`src/rtl/pi1b_to_wb4_wbuf.sv`:
```
`timescale 1ns/1ps
`default_nettype none
// ============================================================================
// Module      : pi1b_to_wb4_wbuf
// Description : PI1 slave to Wishbone B4 pipelined master bridge.
//               PI1 writes are posted into a small FIFO and drained in order.
//               Reads and read-then-write (RW) requests wait until the FIFO
//               has drained, so ordering is preserved. A wb4 cycle that ends
//               in err or timeout pulses err_o. Read data then reads as all
//               ones, an RW skips its write phase, and a posted write is
//               dropped.
// Ports       : clk_i, rst_i            clock, synchronous active-high reset
//               pi1_op_i/addr/data/sel  PI1 request (00 NOOP 01 WR 10 RD 11 RW)
//               pi1_data_o, pi1_rdy_o   PI1 read data (DONE cycle only), ready
//               wb4_* outputs           wb4 pipelined master request
//               wb4_stall/ack/err/data  wb4 slave response
//               err_o                   one-cycle pulse per failed wb4 cycle
// Revision    : 1.0 - initial release
// ============================================================================
module pi1b_to_wb4_wbuf #(
    parameter int ARCHBITSZ  = 32,
    parameter int WRBUFDEPTH = 4,
    parameter int TIMEOUT    = 1024,
    localparam int ADDRBITSZ = ARCHBITSZ - $clog2(ARCHBITSZ/8)
) (
    input  logic                   clk_i,
    input  logic                   rst_i,
    input  logic [1:0]             pi1_op_i,
    input  logic [ADDRBITSZ-1:0]   pi1_addr_i,
    input  logic [ARCHBITSZ-1:0]   pi1_data_i,
    output logic [ARCHBITSZ-1:0]   pi1_data_o,
    input  logic [ARCHBITSZ/8-1:0] pi1_sel_i,
    output logic                   pi1_rdy_o,
    output logic                   wb4_cyc_o,
    output logic                   wb4_stb_o,
    output logic                   wb4_we_o,
    output logic [ARCHBITSZ-1:0]   wb4_addr_o,
    output logic [ARCHBITSZ-1:0]   wb4_data_o,
    output logic [ARCHBITSZ/8-1:0] wb4_sel_o,
    input  logic                   wb4_stall_i,
    input  logic                   wb4_ack_i,
    input  logic                   wb4_err_i,
    input  logic [ARCHBITSZ-1:0]   wb4_data_i,
    output logic                   err_o
);

    localparam int c_SELW = ARCHBITSZ / 8;
    localparam int c_OFFW = $clog2(c_SELW);
    localparam int c_PTRW = $clog2(WRBUFDEPTH);
    localparam int c_CNTW = c_PTRW + 1;
    localparam int c_TMOW = (TIMEOUT > 0) ? $clog2(TIMEOUT + 1) : 1;

    localparam logic [1:0] c_OP_NOOP = 2'b00;
    localparam logic [1:0] c_OP_WR   = 2'b01;
    localparam logic [1:0] c_OP_RW   = 2'b11;

    localparam logic [2:0] c_ST_IDLE   = 3'd0;
    localparam logic [2:0] c_ST_DRAIN  = 3'd1;
    localparam logic [2:0] c_ST_RDREQ  = 3'd2;
    localparam logic [2:0] c_ST_RDWAIT = 3'd3;
    localparam logic [2:0] c_ST_WRREQ  = 3'd4;
    localparam logic [2:0] c_ST_WRWAIT = 3'd5;
    localparam logic [2:0] c_ST_DONE   = 3'd6;

    // Byte offset of the lowest enabled lane; zero when no lane is enabled.
    function automatic logic [c_OFFW-1:0] f_low_lane(input logic [c_SELW-1:0] sel);
        logic [c_OFFW-1:0] off;
        off = '0;
        for (int i = c_SELW - 1; i >= 0; i--) begin
            if (sel[i]) off = c_OFFW'(i);
        end
        return off;
    endfunction

    logic [2:0]           r_state;
    logic [2:0]           w_state_nxt;
    logic                 r_cyc, r_stb, r_we, r_err, r_is_rw, r_full;
    logic [ARCHBITSZ-1:0] r_addr, r_wdata, r_rdata, r_req_data;
    logic [c_SELW-1:0]    r_sel, r_req_sel;
    logic [ADDRBITSZ-1:0] r_req_addr;
    logic [c_TMOW-1:0]    r_tmo;

    logic [ADDRBITSZ-1:0] r_fifo_addr [WRBUFDEPTH];
    logic [ARCHBITSZ-1:0] r_fifo_data [WRBUFDEPTH];
    logic [c_SELW-1:0]    r_fifo_sel  [WRBUFDEPTH];
    logic [c_PTRW-1:0]    r_wptr, r_rptr;
    logic [c_CNTW-1:0]    r_count;
    logic [c_CNTW-1:0]    w_count_nxt;

    logic w_rdy, w_accept, w_push, w_rd_accept, w_empty;
    logic w_tmo, w_end, w_fail, w_drain;
    logic w_pop, w_rd_start, w_rw_start, w_close, w_rd_latch;

    assign w_empty     = (r_count == '0);
    assign w_rdy       = !rst_i && !r_full && ((r_state == c_ST_IDLE) || (r_state == c_ST_DONE));
    assign w_accept    = w_rdy && (pi1_op_i != c_OP_NOOP);
    assign w_push      = w_accept && (pi1_op_i == c_OP_WR);
    assign w_rd_accept = w_accept && pi1_op_i[1];

    generate
        if (TIMEOUT > 0) begin : g_tmo_on
            assign w_tmo = r_cyc && (r_tmo == c_TMOW'(TIMEOUT));
        end else begin : g_tmo_off
            assign w_tmo = 1'b0;
        end
    endgenerate

    // err wins over a simultaneous ack.
    assign w_end  = r_cyc && (wb4_ack_i || wb4_err_i || w_tmo);
    assign w_fail = r_cyc && (wb4_err_i || w_tmo);
    // The next posted write may go out when the bus is idle or the current
    // write is finishing this cycle (back-to-back, cyc stays high).
    assign w_drain = !w_empty && (!r_cyc || w_end);

    always_ff @(posedge clk_i) begin
        if (rst_i) r_state <= c_ST_IDLE;
        else       r_state <= w_state_nxt;
    end

    always_comb begin
        w_state_nxt = r_state;
        w_pop       = 1'b0;
        w_rd_start  = 1'b0;
        w_rw_start  = 1'b0;
        w_close     = 1'b0;
        w_rd_latch  = 1'b0;
        case (r_state)
            c_ST_IDLE, c_ST_DRAIN: begin
                if (w_drain)    w_pop   = 1'b1;
                else if (w_end) w_close = 1'b1;
                if (r_state == c_ST_IDLE) begin
                    if (w_rd_accept) w_state_nxt = c_ST_DRAIN;
                end else if (w_empty && !r_cyc) begin
                    w_rd_start  = 1'b1;
                    w_state_nxt = c_ST_RDREQ;
                end
            end
            c_ST_RDREQ, c_ST_RDWAIT: begin
                if (w_end) begin
                    w_rd_latch = 1'b1;
                    if (!w_fail && r_is_rw) begin
                        w_rw_start  = 1'b1;
                        w_state_nxt = c_ST_WRREQ;
                    end else begin
                        w_close     = 1'b1;
                        w_state_nxt = c_ST_DONE;
                    end
                end else if ((r_state == c_ST_RDREQ) && !wb4_stall_i) begin
                    w_state_nxt = c_ST_RDWAIT;
                end
            end
            c_ST_WRREQ, c_ST_WRWAIT: begin
                if (w_end) begin
                    w_close     = 1'b1;
                    w_state_nxt = c_ST_DONE;
                end else if ((r_state == c_ST_WRREQ) && !wb4_stall_i) begin
                    w_state_nxt = c_ST_WRWAIT;
                end
            end
            c_ST_DONE: begin
                w_state_nxt = w_rd_accept ? c_ST_DRAIN : c_ST_IDLE;
            end
            default: w_state_nxt = c_ST_IDLE;
        endcase
    end

    assign w_count_nxt = r_count + c_CNTW'(w_push) - c_CNTW'(w_pop);

    always_ff @(posedge clk_i) begin
        if (w_push) begin
            r_fifo_addr[r_wptr] <= pi1_addr_i;
            r_fifo_data[r_wptr] <= pi1_data_i;
            r_fifo_sel[r_wptr]  <= pi1_sel_i;
        end
    end

    always_ff @(posedge clk_i) begin
        if (rst_i) begin
            r_cyc      <= 1'b0;
            r_stb      <= 1'b0;
            r_we       <= 1'b0;
            r_err      <= 1'b0;
            r_is_rw    <= 1'b0;
            r_full     <= 1'b0;
            r_addr     <= '0;
            r_wdata    <= '0;
            r_sel      <= '0;
            r_rdata    <= '0;
            r_req_addr <= '0;
            r_req_sel  <= '0;
            r_req_data <= '0;
            r_tmo      <= '0;
            r_wptr     <= '0;
            r_rptr     <= '0;
            r_count    <= '0;
        end else begin
            r_err <= w_fail;
            if (w_rd_accept) begin
                r_req_addr <= pi1_addr_i;
                r_req_sel  <= pi1_sel_i;
                r_req_data <= pi1_data_i;
                r_is_rw    <= (pi1_op_i == c_OP_RW);
            end
            if (w_rd_latch) r_rdata <= w_fail ? '1 : wb4_data_i;

            if (w_pop) begin
                r_cyc   <= 1'b1;
                r_stb   <= 1'b1;
                r_we    <= 1'b1;
                r_addr  <= {r_fifo_addr[r_rptr], f_low_lane(r_fifo_sel[r_rptr])};
                r_wdata <= r_fifo_data[r_rptr];
                r_sel   <= r_fifo_sel[r_rptr];
            end else if (w_rd_start) begin
                r_cyc  <= 1'b1;
                r_stb  <= 1'b1;
                r_we   <= 1'b0;
                r_addr <= {r_req_addr, f_low_lane(r_req_sel)};
                r_sel  <= r_req_sel;
            end else if (w_rw_start) begin
                // Write phase of the locked RW: cyc is already high.
                r_stb   <= 1'b1;
                r_we    <= 1'b1;
                r_wdata <= r_req_data;
            end else if (w_close) begin
                r_cyc <= 1'b0;
                r_stb <= 1'b0;
                r_we  <= 1'b0;
            end else if (r_stb && !wb4_stall_i) begin
                r_stb <= 1'b0;
            end

            // Counter starts at 1 on issue so cyc is high for exactly
            // TIMEOUT cycles before a timeout closes it.
            if (w_pop || w_rd_start || w_rw_start) r_tmo <= c_TMOW'(1);
            else if (w_end)                        r_tmo <= '0;
            else if (r_cyc)                        r_tmo <= r_tmo + 1'b1;

            if (w_push) r_wptr <= r_wptr + 1'b1;
            if (w_pop)  r_rptr <= r_rptr + 1'b1;
            r_count <= w_count_nxt;
            r_full  <= (w_count_nxt == c_CNTW'(WRBUFDEPTH));
        end
    end

    assign pi1_rdy_o  = w_rdy;
    assign pi1_data_o = (r_state == c_ST_DONE) ? r_rdata : '0;
    assign wb4_cyc_o  = r_cyc;
    assign wb4_stb_o  = r_stb;
    assign wb4_we_o   = r_we;
    assign wb4_addr_o = r_addr;
    assign wb4_data_o = r_wdata;
    assign wb4_sel_o  = r_sel;
    assign err_o      = r_err;

endmodule
`default_nettype wire

```
`config.mk`:
```
export PLATFORM = sky130hd
export DESIGN_NAME = pi1b_to_wb4_wbuf
export DESIGN_NICKNAME = d
export VERILOG_FILES = /design/src/rtl/pi1b_to_wb4_wbuf.sv
export SDC_FILE = /design/constraint.sdc
export NUM_CORES = 1
export LEC_CHECK = 0
export ABC_AREA = 1
export BUFFER_PORTS_ARGS = -buffer_cell sky130_fd_sc_hd__buf_2
export CAP_MARGIN = 10
export CORE_MARGIN = 4
export CORE_UTILIZATION = 45
export DETAILED_ROUTE_END_ITERATION = 12
export PLACE_DENSITY = 0.74
export SETUP_SLACK_MARGIN = 0.4
export SKIP_LAST_GASP = 1
export SLEW_MARGIN = 40
export SYNTH_ARGS = -nofsm -noshare
export SYNTH_HDL_FRONTEND = slang
export SYNTH_SLANG_ARGS = --single-unit
export TNS_END_PERCENT = 5
```
`constraint.sdc`:
```
create_clock -name clk_i -period 6.5 [get_ports clk_i]
set_clock_uncertainty 0.15 [all_clocks]
set_input_delay 1.3 -clock clk_i [delete_from_list [all_inputs] [get_ports clk_i]]
set_output_delay 1.3 -clock clk_i [all_outputs]
set_load 0.02 [all_outputs]
```
## Word level (Yosys, flattened, before mapping)

Memories as Yosys holds them, arrays and structs flattened. A register that Yosys moved wholly into a read port is not among the register bits.
Cells that the tools add are included.

- Output and inout port bits: 105
- Memories: 3
- Bits in latches: 0
- Bits in writable memories: 264
- Bits in read-only memories: 0
- Bits in registers: 193
- Word-level logic and storage cells: 150

Memory list:

| memory | depth | width | read ports | clocked after memory_dff | write ports | RTL line | text |
|---|---|---|---|---|---|---|---|
| r_fifo_data | 4 | 32 | 1 | 1 | 1 | 84 | `logic [ARCHBITSZ-1:0] r_fifo_data [WRBUFDEPTH];` |
| r_fifo_addr | 4 | 30 | 1 | 1 | 1 | 83 | `logic [ADDRBITSZ-1:0] r_fifo_addr [WRBUFDEPTH];` |
| r_fifo_sel | 4 | 4 | 1 | 1 | 1 | 85 | `logic [c_SELW-1:0] r_fifo_sel [WRBUFDEPTH];` |

- Reduce and logical (&&, ||, !) cells: 43
- Mux-type cells: 64
- Div/mod/pow operators: 0
- Order comparisons: 0
- Add/subtract/negate cells: 5
- Bitwise logic cells: 0
- $mul: 0
- Eq/ne operators: 16
- Shift-type cells: 0

Operator list:

| kind | number |
|---|---|
| $mux 32 | 7 |
| $mux 1 | 31 |
| $mux 2 | 15 |
| $mux 3 | 7 |
| $ne 3x3->1 const B | 5 |
| $logic_and 1x1->1 | 14 |
| $eq 3x3->1 const B | 4 |
| $pmux 3 s4 | 1 |
| $add 11x1->11 const B | 1 |
| $eq 11x11->1 const B | 1 |
| $mux 4 | 2 |
| $logic_or 1x1->1 | 7 |
| $eq 3x2->1 const B | 2 |
| $logic_not 1->1 | 6 |
| $logic_not 3->1 | 2 |
| $reduce_bool 2->1 | 3 |
| $reduce_bool 3->1 | 2 |
| $reduce_or 2->1 | 3 |
| $reduce_bool 5->1 | 1 |
| $add 2x1->2 const B | 2 |
| $reduce_and 2->1 | 2 |
| $reduce_and 4->1 | 1 |
| $reduce_bool 4->1 | 1 |
| $add 3x1->3 | 1 |
| 7 further kinds | 7 |

## Longest topological paths before layout

Gate-level depths: netlist of run 1.

- Word-level depth: 13
- Gate-level depth with buffers: 18

## Least setup slack after synthesis of run 1

OpenSTA, ideal clock, no wires.

- Path type: input port to flip-flop
- Start: input port rst_i
- End: memory r_fifo_addr[0][0] (netlist bit), enable pin
- Stages on the path: 3
- Arrival: 4876 ps
- Path slack: 983 ps
- Cell sequence: nor4_4 nand3b_1 nor2_1

- Longest elaborated chain between the ends: 7

Ends and longest elaborated chain:

| element | RTL line | text |
|---|---|---|
| start: declaration | 27 | `input logic rst_i,` |
| $logic_not 1->1 | 95 | `assign w_rdy = !rst_i && !r_full && ((r_state == c_ST_IDLE) \|\| (r_state == c_ST_DONE));` |
| $logic_and 1x1->1 (2 in series) | 95 |  |
| $logic_and 1x1->1 | 96 | `assign w_accept = w_rdy && (pi1_op_i != c_OP_NOOP);` |
| $logic_and 1x1->1 | 97 | `assign w_push = w_accept && (pi1_op_i == c_OP_WR);` |
| $mux 1 | 170 | `if (w_push) begin` |
| $mux 1 (implied by the code) | 171 | `r_fifo_addr[r_wptr] <= pi1_addr_i;` |
| end: declaration | 83 |  |

Every way passes these cells.

## Worst setup path in the final report of run 1

- Start: register r_state[1]
- End: output port pi1_data_o[16]

- Longest elaborated chain between the ends: 2

Ends and longest elaborated chain:

| element | RTL line | text |
|---|---|---|
| start: declaration | 75 | `logic [2:0] r_state;` |
| start signal: assignment | 116 | `if (rst_i) r_state <= c_ST_IDLE;` |
| start signal: assignment | 117 | `else r_state <= w_state_nxt;` |
| $eq 3x3->1 | 246 | `assign pi1_data_o = (r_state == c_ST_DONE) ? r_rdata : '0;` |
| $mux 32 | 246 |  |
| end: declaration | 31 | `output logic [ARCHBITSZ-1:0] pi1_data_o,` |

Every way passes these cells.

==> results of run 1 <==
## critical path: cells and delay by family, from the launching register on
| kind | cells | cell delay, ns |
|---|---|---|
| simple gates | 2 | 0.48 |
| flops | 1 | 0.43 |
| buf+inv | 3 | 0.55 |
## synthesized netlist by cell type
cell,number,share of area
nor4_1,1,0.00035
buf_2,29,0.0081
a31oi_1,35,0.012
nor2_1,352,0.074
xnor2_1,2,0.00098
inv_1,70,0.015
xor2_1,7,0.0034
ha_1,8,0.0056
clkinv_1,2,0.00042
buf_1,4,0.00084
o2111ai_1,1,0.00049
nand3_1,17,0.0048
clkbuf_1,72,0.015
inv_2,5,0.0011
nor3b_1,1,0.00042
nand3_2,2,0.0011
nand3b_1,2,0.00084
nand2_2,2,0.00070
nor4_4,1,0.0012
o22ai_1,64,0.022
buf_4,4,0.0017
buf_6,6,0.0038
or2_2,1,0.00035
edfxtp_1,264,0.44
nor2_2,1,0.00035
nor2_4,2,0.0013
nand4_1,2,0.00070
dfxtp_1,195,0.22
o21ai_1,41,0.011
nand2_1,250,0.053
a211oi_1,32,0.013
a21boi_0,1,0.00042
nor3_1,73,0.020
o21ai_0,196,0.055
fa_1,1,0.0011
a21oi_1,18,0.0050
clkinv_2,1,0.00028
## cells in the final DEF (no fill, tap or decap), types with 41 or more instances in the layout
master / count
buf_2: 209
clkbuf_16: 48
dfxtp_1: 193
edfxtp_1: 264
inv_1: 66
nand2_1: 250
nor2_1: 348
nor3_1: 73
o21ai_0: 196
o21ai_1: 41
o22ai_1: 64
## power groups by stage
stage / logic [mW] / registers, mW / clock network, mW
after global routing: 3.16 / 3.71 / 2.87
after CTS: 2.85 / 3.67 / 2.74
after detailed placement: 2.84 / 3.73 / 0
final: 2.84 / 3.67 / 2.70
after floorplan: 1.80 / 3.88 / 0
after global placement: 2.72 / 3.72 / 0
## path summary, 6_finish.rpt
check                                 start            endpoint  slack, ns  cells past startpoint
worst min register to register  r_rdata[25]         r_rdata[25]       0.32                      2
worst max register to register   r_state[1]  r_fifo_addr[2][14]       3.14                      7
worst max-delay path             r_state[1]      pi1_data_o[16]       2.99                      5
worst min-delay path            r_rdata[25]         r_rdata[25]       0.32                      2
## state kept, by name, indices dropped and copies added (netlist names), 4 cells and up, named ones only
register	count
r_fifo_addr	120
r_fifo_data	128
r_fifo_sel	16
r_rdata	32
r_req_addr	30
r_req_data	32
r_req_sel	4
r_tmo	11
wb4_addr_o	32
wb4_data_o	32
wb4_sel_o	4
## logic make-up after synthesis
group,after synthesis,share of synthesized area
AO/OA/AOI/OAI,388,0.121
XOR/XNOR,9,0.00442
adder cells (fa/ha/maj),9,0.00673
buffers and inverters,193,0.0461
flip-flops,459,0.663
AND/OR/NAND/NOR,707,0.159
## final cells by class
| class | instances | area (um^2) |
|---|---|---|
| clock inverters | 26 | 272 |
| multi-input cells | 1113 | 5230 |
| flip-flops and latches | 459 | 11800 |
| fillers | 3389 | 18000 |
| well taps | 518 | 648 |
| clock buffers | 64 | 1280 |
| diodes | 1 | 2.50 |
| inverters | 78 | 300 |
| repair buffers | 232 | 1310 |
## layer usage
metal / wire length [um] / vias to the layer above / share of wire
met5: 83 / - / 0.0018
met4: 1260 / 14 / 0.028
met3: 3240 / 94 / 0.072
met2: 21200 / 447 / 0.47
met1: 19300 / 6472 / 0.43
li1: - / 6414 / -
==> summary.md, run 1 <==
| Metric | Value |
|---|---|
| WHS | `0.318 ns` |
| First-pass GRT wire length | `a little over 70,000 um` |
| CORE AREA | `38,900 um^2` |
| Clk pwr share | `0.293` |
| CTS Buf Count | `48` |
| CTS tree | `done` |
| WP data required | `roughly 5 ns` |
| DRT Pass-1 Iters | `5` |
| DR vias/cell | `~5.4` |
| Sequential share of the synthesized area | `0.663` |
| Max-cap violation count | `0` |
| Clk Latency, worst-skew pair | `0.60 ns` |
| Final WS setup | `2.99 ns` |
| RSZ-0062 raised after global routing | `false` |
| Syn Std Cell Area | `17,800 um^2` |
| Fin util | `0.537` |
| Pwr Total | `9.20 mW` |
| Sequential share of power | `0.399` |
| Antenna violations before repair | `8` |
| Detailed Route Iter0 Violations | `around 1,200` |
| Row Count | `72` |
| Ports | `210` |
| Int Pwr | `5.82 mW` |
| Crit Path Class | `reg -> out` |
| Die Ht | `207 um` |
| Share of cells above drive strength 1 | `0.168` |
| Die Span X | `207 um` |
| Fin. Hold Viols | `0` |
| Crit end category | `primary output` |
| Design area | `between 20,000 and 25,000 um^2` |
| Overall routed net length | `45,100 um` |
| Avg Cell Area, Syn | `slightly above 10 um^2` |
| Initial core utilization | `0.459` |
| Total global routing track utilization | `0.203` |
| Nets | `just over 2,000` |
| Final period utilization | `0.540` |
| # clock sinks | `459` |
| H-tree levels | `2` |
| # port buffers | `209` |
| Yosys Warn Count | `0` |
| # DRC | `0` |
| Placed Cells | `2,400` |
| Clk slew on worst S/H paths | `0.06 ns` |
| Final TNS setup | `0 ns` |
| Max Buffers Root-to-Sink | `3` |
| CP most frequent cell | `inv_2` |
| DIE AREA | `42,900 um^2` |
| Total global routing overflow | `0` |
| Vias in the first global route | `13,200` |
| Met1 GRT Util | `0.261` |
| # Post-CTS Setup Buffers | `0` |
| Routability cong. | `roughly 0.87` |
| CP max stage cell | `dfxtp_1` |
| P_leak | `7.82 nW` |
| CP max FO | `32` |
| Post-synth cell types | `37` |
| Per-cell routed wire length | `18.1 um` |
| CP cell instances | `inv_2, nor3_1, inv_2, nor2_1, buf_2` |
| Type of origin of the critical path | `flop` |
| Max Fclk | `between 0.2 and 0.3 GHz` |
| Antenna viol nets, final | `0` |
| Max VDD drop | `0.000236 V` |
| Met2 Use GR | `0.341` |
| NetSw | `3.38 mW` |
| Gr busiest metal | `met2` |
| Minimum clock period | `3.51 ns` |
| Final Non-Filler Cells | `between 2,000 and 2,500` |
| Hpwl dp | `25,300 um` |
| Yosys reg bits | `459` |
| Worst min path class | `reg -> reg` |
| Net Count, Synth | `1,879` |
| Placement Cell Area | `~19,000 um^2` |
| Status | `completed` |
| M3 GR Usage | `0.0477` |
| Sw Ratio | `0.367` |
| Area Overhead vs Synth | `17.0%` |
| Cts hold-fix bufs | `0` |
| Max transition margin | `0.450` |
| Setup violations, final | `0` |
| Resized cells post-CTS | `0` |
| PwrDens | `440 nW/um^2` |
| CTS root buf | `clkbuf_16` |
| Via count | `13,400` |
| Mapped Cells | `approximately 1,800` |
| Crit-path max cell delay | `approximately 0.43 ns` |
| Combinational fraction of design power | `0.308` |
| Worst slew pin tran | `0.825 ns` |
| Pre-CTS setup slack | `2.17 ns` |
| Largest net degree at the start of global routing | `96` |
| Max-slew violation count | `0` |
| WP data arrival | `2.06 ns` |
No activity file was read; power rests on OpenSTA's default activity.
==> run 2: changes to the inputs <==
- PLACE_DENSITY: 0.74 -> 0.77
- clock period: 6.5 -> 2.8 ns (I/O delays scaled with it)
==> run 2 against run 1 <==
  * Setup slack got worse by 2.7 ns
  * Non-clock buffer count is 20 higher
  * Via count grew 0.21%
==> summary.md, run 2 (synthesis gave the netlist of run 1 again) <==
| Metric | Value |
|---|---|
| Area Overhead vs Synth | `19.1%` |
| Largest net degree at the start of global routing | `98 (+2.1%)` |
| Die Ht | `207 um (unchanged)` |
| Max-slew violation count | `0 (unchanged)` |
| Crit end category | `primary output` |
| Commonest non-fill, non-tap cell in the layout | `nor2_1` |
| Minimum clock period | `2.55 ns` |
| Worst Setup EP | `pi1_data_o[0]` |
| Overall routed net length | `46,300 um (+2.7%)` |
| Via count | `13,500 (+0.21%)` |
| Antenna viol nets, final | `0 (unchanged)` |
| Total global routing overflow | `0 (unchanged)` |
| Initial core utilization | `0.459 (unchanged)` |
| Worst slew pin tran | `0.841 ns (+0.0160 ns)` |
| Die Span X | `207 um (unchanged)` |
| Pwr Total | `21.6 mW (+130%)` |
| Fin util | `0.546 (+0.00929)` |
| Max Fclk | `between 0.3 and 0.4 GHz` |
| CP max stage cell | `dfxtp_2` |
| CTS root buf | `clkbuf_16` |
| Row Count | `72 (unchanged)` |
| Reg-to-Reg End | `r_full` |
| # DRC | `0 (unchanged)` |
| Detailed Route Iter0 Violations | `1,165 (-6.1%)` |
| P_leak | `7.91 nW (+1.2%)` |
| Top reg by flops | `r_fifo_data` |
| # port buffers | `209 (unchanged)` |
| # clock sinks | `459 (unchanged)` |
| Worst r2r src | `r_tmo[0]` |
| Nets | `2,065 (+0.93%)` |
| Fill cell count | `3,306 (-2.4%)` |
| Total global routing track utilization | `0.207 (+0.00379)` |
| Placed Cells | `2,410 (+0.42%)` |
| Status | `completed` |
| CORE AREA | `38,900 um^2 (unchanged)` |
| Fin. Hold Viols | `0 (unchanged)` |
| CTS tree | `done` |
| Clk slew on worst S/H paths | `0.06 ns (about the same)` |
| Ports | `210 (unchanged)` |
| Register area | `11,800 um^2 (about the same)` |
| Commonest non-fill, non-tap cells in the layout | `333 x nor2_1, 264 x edfxtp_1, 247 x nand2_1, 196 x o21ai_0, 189 x buf_2` |
| R2R cell count | `15 (+8)` |
| Worst min path class | `in -> reg` |
| Antenna violations before repair | `12 (+4)` |
| CP cell instances | `nor3_4, buf_6, clkinvlp_4, buf_6, nor2_1, buf_4` |
| DRT Pass-1 Iters | `5 (unchanged)` |
| CP most frequent cell | `buf_6` |
| Crit Path Class | `reg -> out` |
| Setup violations, final | `0 (unchanged)` |
| Final period utilization | `0.911` |
| Per-cell routed wire length | `18.4 um (+2.0%)` |
| Max transition margin | `0.439 (-0.0106)` |
| Final Non-Filler Cells | `2,510 (+0.76%)` |
| WP data arrival | `1.84 ns (-0.22 ns)` |
| Hpwl dp | `25,900 um (+2.3%)` |
| DR vias/cell | `5.37 (-0.55%)` |
| DIE AREA | `42,900 um^2 (unchanged)` |
| Crit-path max cell delay | `0.37 ns (-0.06 ns)` |
| Routability cong. | `0.901 (+3.6%)` |
| WP data required | `2.09 ns (-2.96 ns)` |
| Max-cap violation count | `0 (unchanged)` |
| RSZ-0062 raised after global routing | `true` |
| Number of flip-flops in the largest register | `128 (unchanged)` |
| Footprint of the multi-input gates | `5330 um^2 (+1.9%)` |
| H-tree levels | `2 (unchanged)` |
| Max VDD drop | `0.000567 V (+140%)` |
| Reg2Reg Setup Slack | `0.38 ns (-2.76 ns)` |
| Clk Latency, worst-skew pair | `0.56 ns (-0.04 ns)` |
| CP max FO | `8 (-75%)` |
| Max Buffers Root-to-Sink | `3 (unchanged)` |
| CTS Buf Count | `46 (-4.2%)` |
| First-pass GRT wire length | `72,300 um (+1.5%)` |
| Share of cells above drive strength 1 | `0.188 (+0.0203)` |
| Vias in the first global route | `13,100 (-0.19%)` |
| Biggest regs | `r_fifo_data x128, r_fifo_addr x120` |
| PwrDens | `1010 nW/um^2 (+130%)` |
| Type of origin of the critical path | `flop` |
| Setup crit start | `r_state[0]` |
[run 2: cell type report]
type,count,area share
sequential,459,0.558
multi-input combinational,1113,0.251
timing repair buffer,252,0.0764
clock buffer,64,0.0593
tap,518,0.0305
inverter,78,0.0143
clock inverter,21,0.0102
antenna,4,0.000471
timing repair inverter,1,0.000353
[run 2: worst min path at each step]
stage / from / end / slack (ns) / cells past startpoint
floorplan: r_rptr[1] / flop / 0.29 / 2
finish: pi1_addr_i[10] / r_fifo_addr[1][10] / 0.07 / 1
global route: pi1_addr_i[18] / r_fifo_addr[2][18] / 0.05 / 1
global placement: r_rptr[1] / flop / 0.29 / 2
CTS: pi1_addr_i[18] / r_fifo_addr[0][18] / 0.04 / 1
detailed placement: r_rdata[11] / r_rdata[11] / 0.30 / 2
[run 2: stage by stage]
step	TNS [ns]	area, um^2	worst slack (ns)	hold slack, ns
after floorplan	-82.83	17900	-0.323	0.286
final	0	21200	0.250	0.0748
after detailed placement	0	19500	0.241	0.304
after global routing	0	21200	0.146	0.0535
after global placement	0	19500	0.221	0.288
after CTS	0	21100	0.247	0.0369
[run 2: where the power goes]
| part | total, mW | switching, mW | internal [mW] |
|---|---|---|---|
| logic | 7.03 | 4.79 | 2.24 |
| registers | 8.50 | 0.534 | 7.97 |
| clock network | 6.03 | 2.51 | 3.52 |
| total | 21.6 | 7.83 | 13.7 |
[run 2: timing repair]
item,CTS,global route
hold buffers,0,0
setup buffers,6,4
gates cloned,1,0
endpoints found under the setup margin,40,125
gates resized for setup,38,26
pin swaps,1,8
[run 2: worst max-delay path, delay by kind of cell (launching register included)]
kind	cells	cell delay, ns
buffers and inverters	4	0.53
AND/OR/NAND/NOR	2	0.38
flip-flops	1	0.37
[run 2: metal layers]
| metal | vias to the layer above | global-route usage | part of all wire |
|---|---|---|---|
| met5 | - | 0 | 0.0027 |
| met4 | 18 | 0.0679 | 0.024 |
| met3 | 78 | 0.0487 | 0.074 |
| met2 | 494 | 0.351 | 0.48 |
| met1 | 6424 | 0.262 | 0.42 |
| li1 | 6455 | - | - |
